===== src/rtl/cbus_sram_bridge.sv =====
// CBus slave to SRAM bridge with FIXED/INCR/WRAP bursts, timer and zero-read overrides.
// Write beats take 1 cycle, read beats RD_LAT+1 cycles; the master holds the request until the last beat.
module cbus_sram_bridge #(
    parameter int          DATA_W     = 64,
    parameter int          IDX_W      = 26,
    parameter int          RD_LAT     = 1,
    parameter int          TIMER_DIV  = 10000,
    parameter logic [63:0] TIMER_ADDR = 64'h3800bff8,
    parameter logic [63:0] ZERO_ADDR  = 64'h40600008
) (
    input  logic                clk_i,
    input  logic                reset_i,
    input  logic                oreq_valid_i,
    input  logic                oreq_is_write_i,
    input  logic [63:0]         oreq_addr_i,
    input  logic [2:0]          oreq_size_i,
    input  logic [DATA_W/8-1:0] oreq_strobe_i,
    input  logic [DATA_W-1:0]   oreq_data_i,
    input  logic [7:0]          oreq_len_i,
    input  logic [1:0]          oreq_burst_i,
    output logic                oresp_ready_o,
    output logic                oresp_last_o,
    output logic [DATA_W-1:0]   oresp_data_o,
    output logic [63:0]         rIdx_o,
    input  logic [DATA_W-1:0]   rdata_i,
    output logic [63:0]         wIdx_o,
    output logic [DATA_W-1:0]   wdata_o,
    output logic [DATA_W-1:0]   wmask_o,
    output logic                wen_o,
    output logic                en_o,
    output logic                err_o
);
    localparam int          NB         = DATA_W / 8;
    localparam int          OFF        = $clog2(NB);
    localparam int          TW         = (DATA_W < 64) ? DATA_W : 64;
    localparam logic [1:0]  WAIT_LAST  = (RD_LAT > 0) ? 2'(RD_LAT - 1) : 2'd0;
    localparam logic [31:0] PRESC_LAST = 32'(TIMER_DIV - 1);
    localparam logic [1:0]  B_FIXED    = 2'd0;
    localparam logic [1:0]  B_INCR     = 2'd1;
    localparam logic [1:0]  B_WRAP     = 2'd2;
    localparam logic [1:0]  B_RSVD     = 2'd3;

    typedef enum logic [1:0] {S_IDLE, S_ISSUE, S_WAIT} state_t;

    state_t      state_q, state_d;
    logic [7:0]  beat_q, beat_d, len_q, len_d;
    logic [1:0]  wait_q, wait_d, burst_q, burst_d;
    logic [63:0] base_q, base_d, timer_q, timer_d;
    logic [31:0] presc_q, presc_d;
    logic        write_q, write_d, err_q, err_d;

    logic              req_bad;
    logic [63:0]       beat_sum, wrap_mask, beat_addr, idx;
    logic              hit_timer, hit_zero, ready, last;
    logic [DATA_W-1:0] timer_dat;

    // Malformed requests still complete, but as FIXED bursts with the error flag raised.
    always_comb begin
        req_bad = (oreq_burst_i == B_RSVD)
               || (oreq_burst_i != B_FIXED && oreq_size_i != 3'(OFF))
               || (oreq_burst_i == B_WRAP && !(oreq_len_i inside {8'd1, 8'd3, 8'd7, 8'd15}));
    end

    // WRAP keeps the base outside the len+1 word window and wraps the word offset inside it.
    always_comb begin
        beat_sum  = base_q + ({56'd0, beat_q} << OFF);
        wrap_mask = {56'd0, len_q} << OFF;
        case (burst_q)
            B_INCR:  beat_addr = beat_sum;
            B_WRAP:  beat_addr = (base_q & ~wrap_mask) | (beat_sum & wrap_mask);
            default: beat_addr = base_q;
        endcase
        idx            = '0;
        idx[IDX_W-1:0] = beat_addr[IDX_W+OFF-1:OFF];
        hit_timer      = (beat_addr == TIMER_ADDR);
        hit_zero       = (beat_addr == ZERO_ADDR);
        timer_dat         = '0;
        timer_dat[TW-1:0] = timer_q[TW-1:0];
    end

    always_comb begin
        if (presc_q == PRESC_LAST) begin
            presc_d = '0;
            timer_d = timer_q + 64'd1;
        end else begin
            presc_d = presc_q + 32'd1;
            timer_d = timer_q;
        end
    end

    always_comb begin
        state_d = state_q;
        beat_d  = beat_q;
        wait_d  = wait_q;
        base_d  = base_q;
        len_d   = len_q;
        burst_d = burst_q;
        write_d = write_q;
        err_d   = err_q;
        ready   = 1'b0;
        last    = 1'b0;
        wen_o   = 1'b0;
        en_o    = 1'b0;
        case (state_q)
            S_IDLE: begin
                if (oreq_valid_i) begin
                    base_d  = oreq_addr_i;
                    len_d   = oreq_len_i;
                    write_d = oreq_is_write_i;
                    burst_d = req_bad ? B_FIXED : oreq_burst_i;
                    err_d   = err_q | req_bad;
                    beat_d  = '0;
                    state_d = S_ISSUE;
                end
            end
            S_ISSUE: begin
                en_o = 1'b1;
                if (write_q) begin
                    wen_o = !(hit_timer || hit_zero);
                    ready = 1'b1;
                end else if (RD_LAT == 0) begin
                    ready = 1'b1;
                end else begin
                    wait_d  = '0;
                    state_d = S_WAIT;
                end
            end
            S_WAIT: begin
                if (wait_q == WAIT_LAST) ready = 1'b1;
                else                     wait_d = wait_q + 2'd1;
            end
            default: state_d = S_IDLE;
        endcase
        if (ready) begin
            last = (beat_q == len_q);
            if (last) begin
                beat_d  = '0;
                state_d = S_IDLE;
            end else begin
                beat_d  = beat_q + 8'd1;
                state_d = S_ISSUE;
            end
        end
    end

    always_ff @(posedge clk_i or posedge reset_i) begin
        if (reset_i) begin
            state_q <= S_IDLE;
            beat_q  <= '0;
            wait_q  <= '0;
            base_q  <= '0;
            len_q   <= '0;
            burst_q <= '0;
            write_q <= 1'b0;
            err_q   <= 1'b0;
            presc_q <= '0;
            timer_q <= '0;
        end else begin
            state_q <= state_d;
            beat_q  <= beat_d;
            wait_q  <= wait_d;
            base_q  <= base_d;
            len_q   <= len_d;
            burst_q <= burst_d;
            write_q <= write_d;
            err_q   <= err_d;
            presc_q <= presc_d;
            timer_q <= timer_d;
        end
    end

    always_comb begin
        for (int i = 0; i < NB; i++) wmask_o[i*8 +: 8] = {8{oreq_strobe_i[i]}};
    end

    assign oresp_ready_o = ready;
    assign oresp_last_o  = last;
    assign oresp_data_o  = hit_zero ? '0 : (hit_timer ? timer_dat : rdata_i);
    assign rIdx_o        = (state_q == S_IDLE) ? '0 : idx;
    assign wIdx_o        = rIdx_o;
    assign wdata_o       = oreq_data_i;
    assign err_o         = err_q;

endmodule


===== config.mk =====
export PLATFORM = sky130hd
export DESIGN_NAME = cbus_sram_bridge
export DESIGN_NICKNAME = d
export VERILOG_FILES = /design/src/rtl/cbus_sram_bridge.sv
export SDC_FILE = /design/constraint.sdc
export NUM_CORES = 1
export LEC_CHECK = 0
export BUFFER_PORTS_ARGS = -buffer_cell sky130_fd_sc_hd__buf_2
export CAP_MARGIN = 20
export CORE_AREA = 2 2 209 211
export CTS_BUF_LIST = sky130_fd_sc_hd__clkbuf_16
export CTS_CLUSTER_SIZE = 16
export DETAILED_ROUTE_END_ITERATION = 10
export DIE_AREA = 0 0 211 213
export GPL_TIMING_DRIVEN = 0
export MAX_ROUTING_LAYER = met4
export PLACE_DENSITY = 0.68
export SYNTH_ARGS = -nofsm -noshare
export SYNTH_HDL_FRONTEND = slang
export SYNTH_SLANG_ARGS = --single-unit
export TNS_END_PERCENT = 1

===== constraint.sdc =====
create_clock -name clk_i -period 5.9 [get_ports clk_i]
set_input_delay 0.885 -clock clk_i [delete_from_list [all_inputs] [get_ports clk_i]]
set_output_delay 0.885 -clock clk_i [all_outputs]
set_load 0.01 [all_outputs]

# Word level (Yosys, flattened, before mapping)
# Cells that the tools add are included.
# Widths: inputs -> output; s select.
dict set report op_classes {
  reduce_logical 18
  shifts 0
  mul 0
  div 0
  addsub 5
  mux 25
  eq_ne 20
  n_lt_le_gt_ge 0
  n_bitwise 5
}
# op count
set op_table {}
lappend op_table {{$mux 64} 2}
lappend op_table {{$pmux 64 s2} 1}
lappend op_table {{$add 64x1->64 const B} 1}
lappend op_table {{$add 64x11->64} 1}
lappend op_table {{$and 64x11->64} 1}
lappend op_table {{$and 64x64->64} 1}
lappend op_table {{$eq 64x30->1 const B} 1}
lappend op_table {{$eq 64x31->1 const B} 1}
lappend op_table {{$not 11->64} 1}
lappend op_table {{$or 64x64->64} 1}
lappend op_table {{$add 32x1->32 const B} 1}
lappend op_table {{$eq 32x14->1 const B} 1}
lappend op_table {{$mux 32} 1}
lappend op_table {{$mux 8} 4}
lappend op_table {{$mux 26} 1}
lappend op_table {{$mux 2} 6}
lappend op_table {{$add 8x1->8 const B} 1}
lappend op_table {{$eq 2x2->1 const B} 4}
lappend op_table {{$eq 8x1->1 const B} 1}
lappend op_table {{$eq 8x2->1 const B} 1}
lappend op_table {{$eq 8x3->1 const B} 1}
lappend op_table {{$eq 8x4->1 const B} 1}
lappend op_table {{$eq 8x8->1} 1}
lappend op_table {{$reduce_bool 2->1} 4}
lappend op_table {{other kinds (17)} 34}
dict set report totals {
  elab_cells 83
  register_bits 184
  ram_bits 0
  latchBits 0
  mem_bits_ro 0
  mem_count 0
  input_bits 217
  out_inout_bits 325
}

# Depth between registers and ports, before layout
dict set report depth {
  ltp_word 9
  ltp_mapped 16
  ltp_nobuf 13
}

# Worst setup path before layout
# Ideal clock, no wire load.
dict set report synth_path {
  path_kind {register to output}
  startpoint {register beat_q[0]}
  endpoint {output oresp_data_o[10]}
  path_buffers 2
  required_time_ns 5.015
  path_stages_with_launch 16
  arrival_time_ns 3.925
  path_slack_ns 1.090
  path_cell_list {dfrtp_1 -> ha_1 -> inv_1 -> fa_1 -> nand2b_1 -> a211oi_2 -> o21ai_1 -> clkbuf_1 -> nor4b_1 -> mux2i_1 -> nand4_1 -> nor4_1 -> nand4_1 -> a211oi_2 -> clkbuf_1 -> a22o_1}
}
dict set report synth_via {
  elab_chain_cells 7
  elab_cells_between_ends 8
  classes_between {add/sub (1); eq/ne (2); mux (3); bitwise (2)}
}
# item line_no
set synth_rtl {}
lappend synth_rtl {{start: declaration} 46} ;# logic [7:0] beat_q, beat_d, len_q, len_d;
lappend synth_rtl {{start signal: assignment} 160} ;# beat_q <= beat_d;
lappend synth_rtl {{$add 64x11->64 *} 66} ;# beat_sum = base_q + ({56'd0, beat_q} << OFF);
lappend synth_rtl {{$and 64x11->64} 70} ;# B_WRAP: beat_addr = (base_q & ~wrap_mask) | (beat_sum & wrap_mask);
lappend synth_rtl {{$or 64x64->64} 70}
lappend synth_rtl {{$pmux 64 s2 *} 68} ;# case (burst_q)
lappend synth_rtl {{$eq 64x30->1} 75} ;# hit_timer = (beat_addr == TIMER_ADDR);
lappend synth_rtl {{$mux 64} 178} ;# assign oresp_data_o = hit_zero ? '0 : (hit_timer ? timer_dat : rdata_i);
lappend synth_rtl {{$mux 64 *} 178}
lappend synth_rtl {{end: declaration} 23} ;# output logic [DATA_W-1:0] oresp_data_o,
# Mark *: on every way between the ends. The rest lies on a longest branch, timed or not.

# Worst setup path after layout
dict set report layout_path {
  startpoint {register beat_q[0]}
  endpoint {output oresp_data_o[15]}
}
# Same word-level chain as after synthesis.

==> summary.md <==
| Metric | Value |
|---|---|
| Status | complete, no violations |
| RD Place Congestion | between 0.9 and 1 |
| Synth warnings | 0 |
| Crit Path Max Fanout | 10 |
| Global-route wire length before repair | around 62 mm |
| Worst vdd rail ir drop | 288.6 uV |
| Element type at the critical path end | output port |
| Synth area leader | dfrtp_1 |
| Critical Path Source Type | register |
| Initial antenna violation count | 8 |
| Final core area utilization | 39.17% |
| Power, Total | roughly 5600 uW |
| Latest clock arrival within the worst-skew pair | 0.49 ns |
| Part of the cycle the worst path needs | a little over nine tenths |
| EDFF count, synth | 0 |
| Worst slew margin | a little over a third |
| Setup Crit Path Kind | reg -> out |
| Synth Cell Area | around 13000 sq um |
| Ys flop type | dfrtp_1 |
| Finished Cell Area | around 17000 sq um |
| I/O pin count | 542 |
| Post-DP HPWL | 33.58 mm |
| Root Buffer | clkbuf_16 |
| DRT Pass-1 Iters | 6 |
| Hold-fix buffer count after cts | 0 |
| Most frequent cell after synthesis | buf_4 |
| CTS clock-pin slew for the worst setup and hold paths | ~0.080 ns |
| HP Class | in -> async |
| Grt ovf | 0 |
| Largest net degree at the start of global routing | 132 |
| CTS sink cnt | 184 |
| Max-cap violation count | 0 |
| Vias in the first global route | about 11000 |
| Final setup skew | 0.01033 ns |
| Final setup TNS | 0 ns |
| Tightest Pin Transition | between 0.9 and 1 ns |
| Worst EP required | roughly 5.0 ns |
| Drt drc | 0 |
| Layout overhead on the synthesized area | 30.69% |
| Peak Freq | between 150 and 200 MHz |
| Final net count | between 2000 and 2500 |
| Syn avg cell area | between 9 and 10 sq um |
| Site Rows | between 70 and 80 |
| Via density per instance | a little under 5 |
| Final WL | around 42 mm |
| CTS tree | done |
| Detailed Route Iter0 Violations | 739 |
| GRT Util Overall | 18.52% |
| Arr. time, crit path | between 4 and 5 ns |
| Cell variety after synth | 71 |
| Die footprint | ~45000 sq um |
| Total number of vias | 11850 |
| Fraction of layout cells with a size suffix above 1 | between 40% and 50% |
| Pleak | between 0.008 and 0.009 uW |
| Max Root-Sink Buffers | 2 |
| Post-synthesis cell count | 1374 |
| Num CTS Buffers | 17 |
| Synth cell count leaders | buf_4, dfrtp_1, nand2_1 |
| Remaining antenna violation count | 0 |
| Die height | approximately 210 microns |
| Register area share after synthesis | 35.98% |
| Final-report max-slew violation count | 0 |
| Final setup viols | 0 |
| Routed length per placed instance | 17.29 microns |
| Synth top area share | 35.98% |
| H-Tree Depth | 4 |
| Minimum clock period | 5.717 ns |
| Worst setup margin | roughly 0.18 ns |
| Pwr/cell area | 334.8 nW/um^2 |
| Dpl cell area | about 16000 sq um |
| Die width | 211 microns |
| DP Worst Slack | -0.4550 ns |
| Port bufs | roughly 400 |
| Synth top area cells | dfrtp_1, buf_4, mux2_2, xnor2_1, a22o_1 |
| #FFs+latches synth | around 180 |
| Share of synthesized flip-flops with an asynchronous set or reset | 100.0% |
| Core area | around 43000 sq um |
| Final hold violation count | 0 |
| Initial Util | between 20% and 30% |
==> power breakdown <==
part / internal [uW] / switching, uW / total (uW)
registers: 1530 / 458 / 1990
logic: 1120 / 1270 / 2400
clock network: 614 / 599 / 1210
==> registers in the layout, summed over array words and instances, names as in the netlist <==
register,count
base_q,64
beat_q,8
burst_q,2
err_o,1
len_q,8
presc_q,32
state_q,2
timer_dat,64
wait_q,2
write_q,1
==> worst max-delay path, stage by stage, from the launching register on <==
cell and delay [ns]:
dfrtp_2 0.39, ha_2 0.19, inv_1 0.06, fa_2 0.36, nand2b_4 0.17, a211oi_4 0.33
buf_4 0.19, o21ai_4 0.12, a21o_1 0.24, a21oi_4 0.20, nand3_1 0.12, or3b_1 0.38
or4_1 0.46, a221o_2 0.43, buf_8 0.18, buf_6 0.14, a22o_1 0.23, buf_2 0.14
==> layout make-up <==
type / instances / area [sq um]
Fill cell: 4286 / 25970
Multi-Input combinational cell: 962 / 6566
Sequential cell: 184 / 4607
Timing Repair Buffer: 410 / 2133
Buffer: 277 / 1983
Tap cell: 546 / 683.2
Clock buffer: 17 / 425.4
Clock inverter: 15 / 200.2
Inverter: 26 / 105.1
Antenna cell: 8 / 20.02
==> through the flow <==
stage / std cells / hold WS, ns
after global placement: 2388 / 0.4370
final: 2445 / 0.3899
after detailed placement: 2390 / 0.4456
after global routing: 2445 / 0.4003
after CTS: 2429 / 0.3780
after floorplan: 1449 / 0.4251
==> metal layers <==
metal	GRT usage [%]	part of all wire [%]	wire length, microns
met1	21.84	40	16920
met2	31.59	51	21430
met3	4.927	7.7	3272
met4	4.250	1.5	634
met5	-	0	0
==> path summary, 6_finish.rpt <==
path                            depth (start not counted)               end       start  slack, ns
worst min-delay path                                    2     timer_dat[22]     reset_i       0.39
max in group asynchronous                               3         beat_q[0]     reset_i       4.49
worst min register to register                          1        presc_q[0]  presc_q[0]       0.45
worst max-delay path                                   17  oresp_data_o[15]   beat_q[0]       0.18
worst max register to register                         14     timer_dat[60]  presc_q[0]       1.79
min in group clk_i                                      1        presc_q[0]  presc_q[0]       0.45
==> cell families (layout without fill, tap and decap cells) <==
family                   after synthesis  count (layout)  synth area share, %
multiplexers                          83              83                7.226
buffers and inverters                303             745                16.08
flip-flops                           184             184                35.98
XOR/XNOR                             122             122                8.350
other                                  1              84              0.02931
adder cells (fa/ha/maj)               18              18                1.819
AO/OA/AOI/OAI                        200             200                11.37
AND/OR/NAND/NOR                      463             463                19.15
==> layout by cell type (no fill, tap or decap), types with 15 or more instances in the layout <==
master	instances
a21oi_1	29
nor3_1	25
mux2_2	75
and3_1	28
nor2_1	79
conb_1	76
nand2_1	98
nor4_1	28
clkbuf_16	18
inv_1	25
a22o_1	66
buf_4	243
nand3_1	65
nor2b_1	16
dfrtp_1	182
buf_2	400
and4_1	17
ha_1	16
nand4_1	41
xnor2_1	79
clkbuf_1	15
o21ai_0	29
xor2_1	43
==> repair_timing <==
| item | in CTS | in global routing |
|---|---|---|
| cloned | 0 | 1 |
| setup endpoints to repair | 65 | 65 |
| hold endpoints to repair | 0 | 0 |
| buffers inserted | 7 | 6 |
| gates resized for setup | 31 | 25 |
| pin swaps | 6 | 12 |
Note: power is estimated with default switching activity, not from simulation.
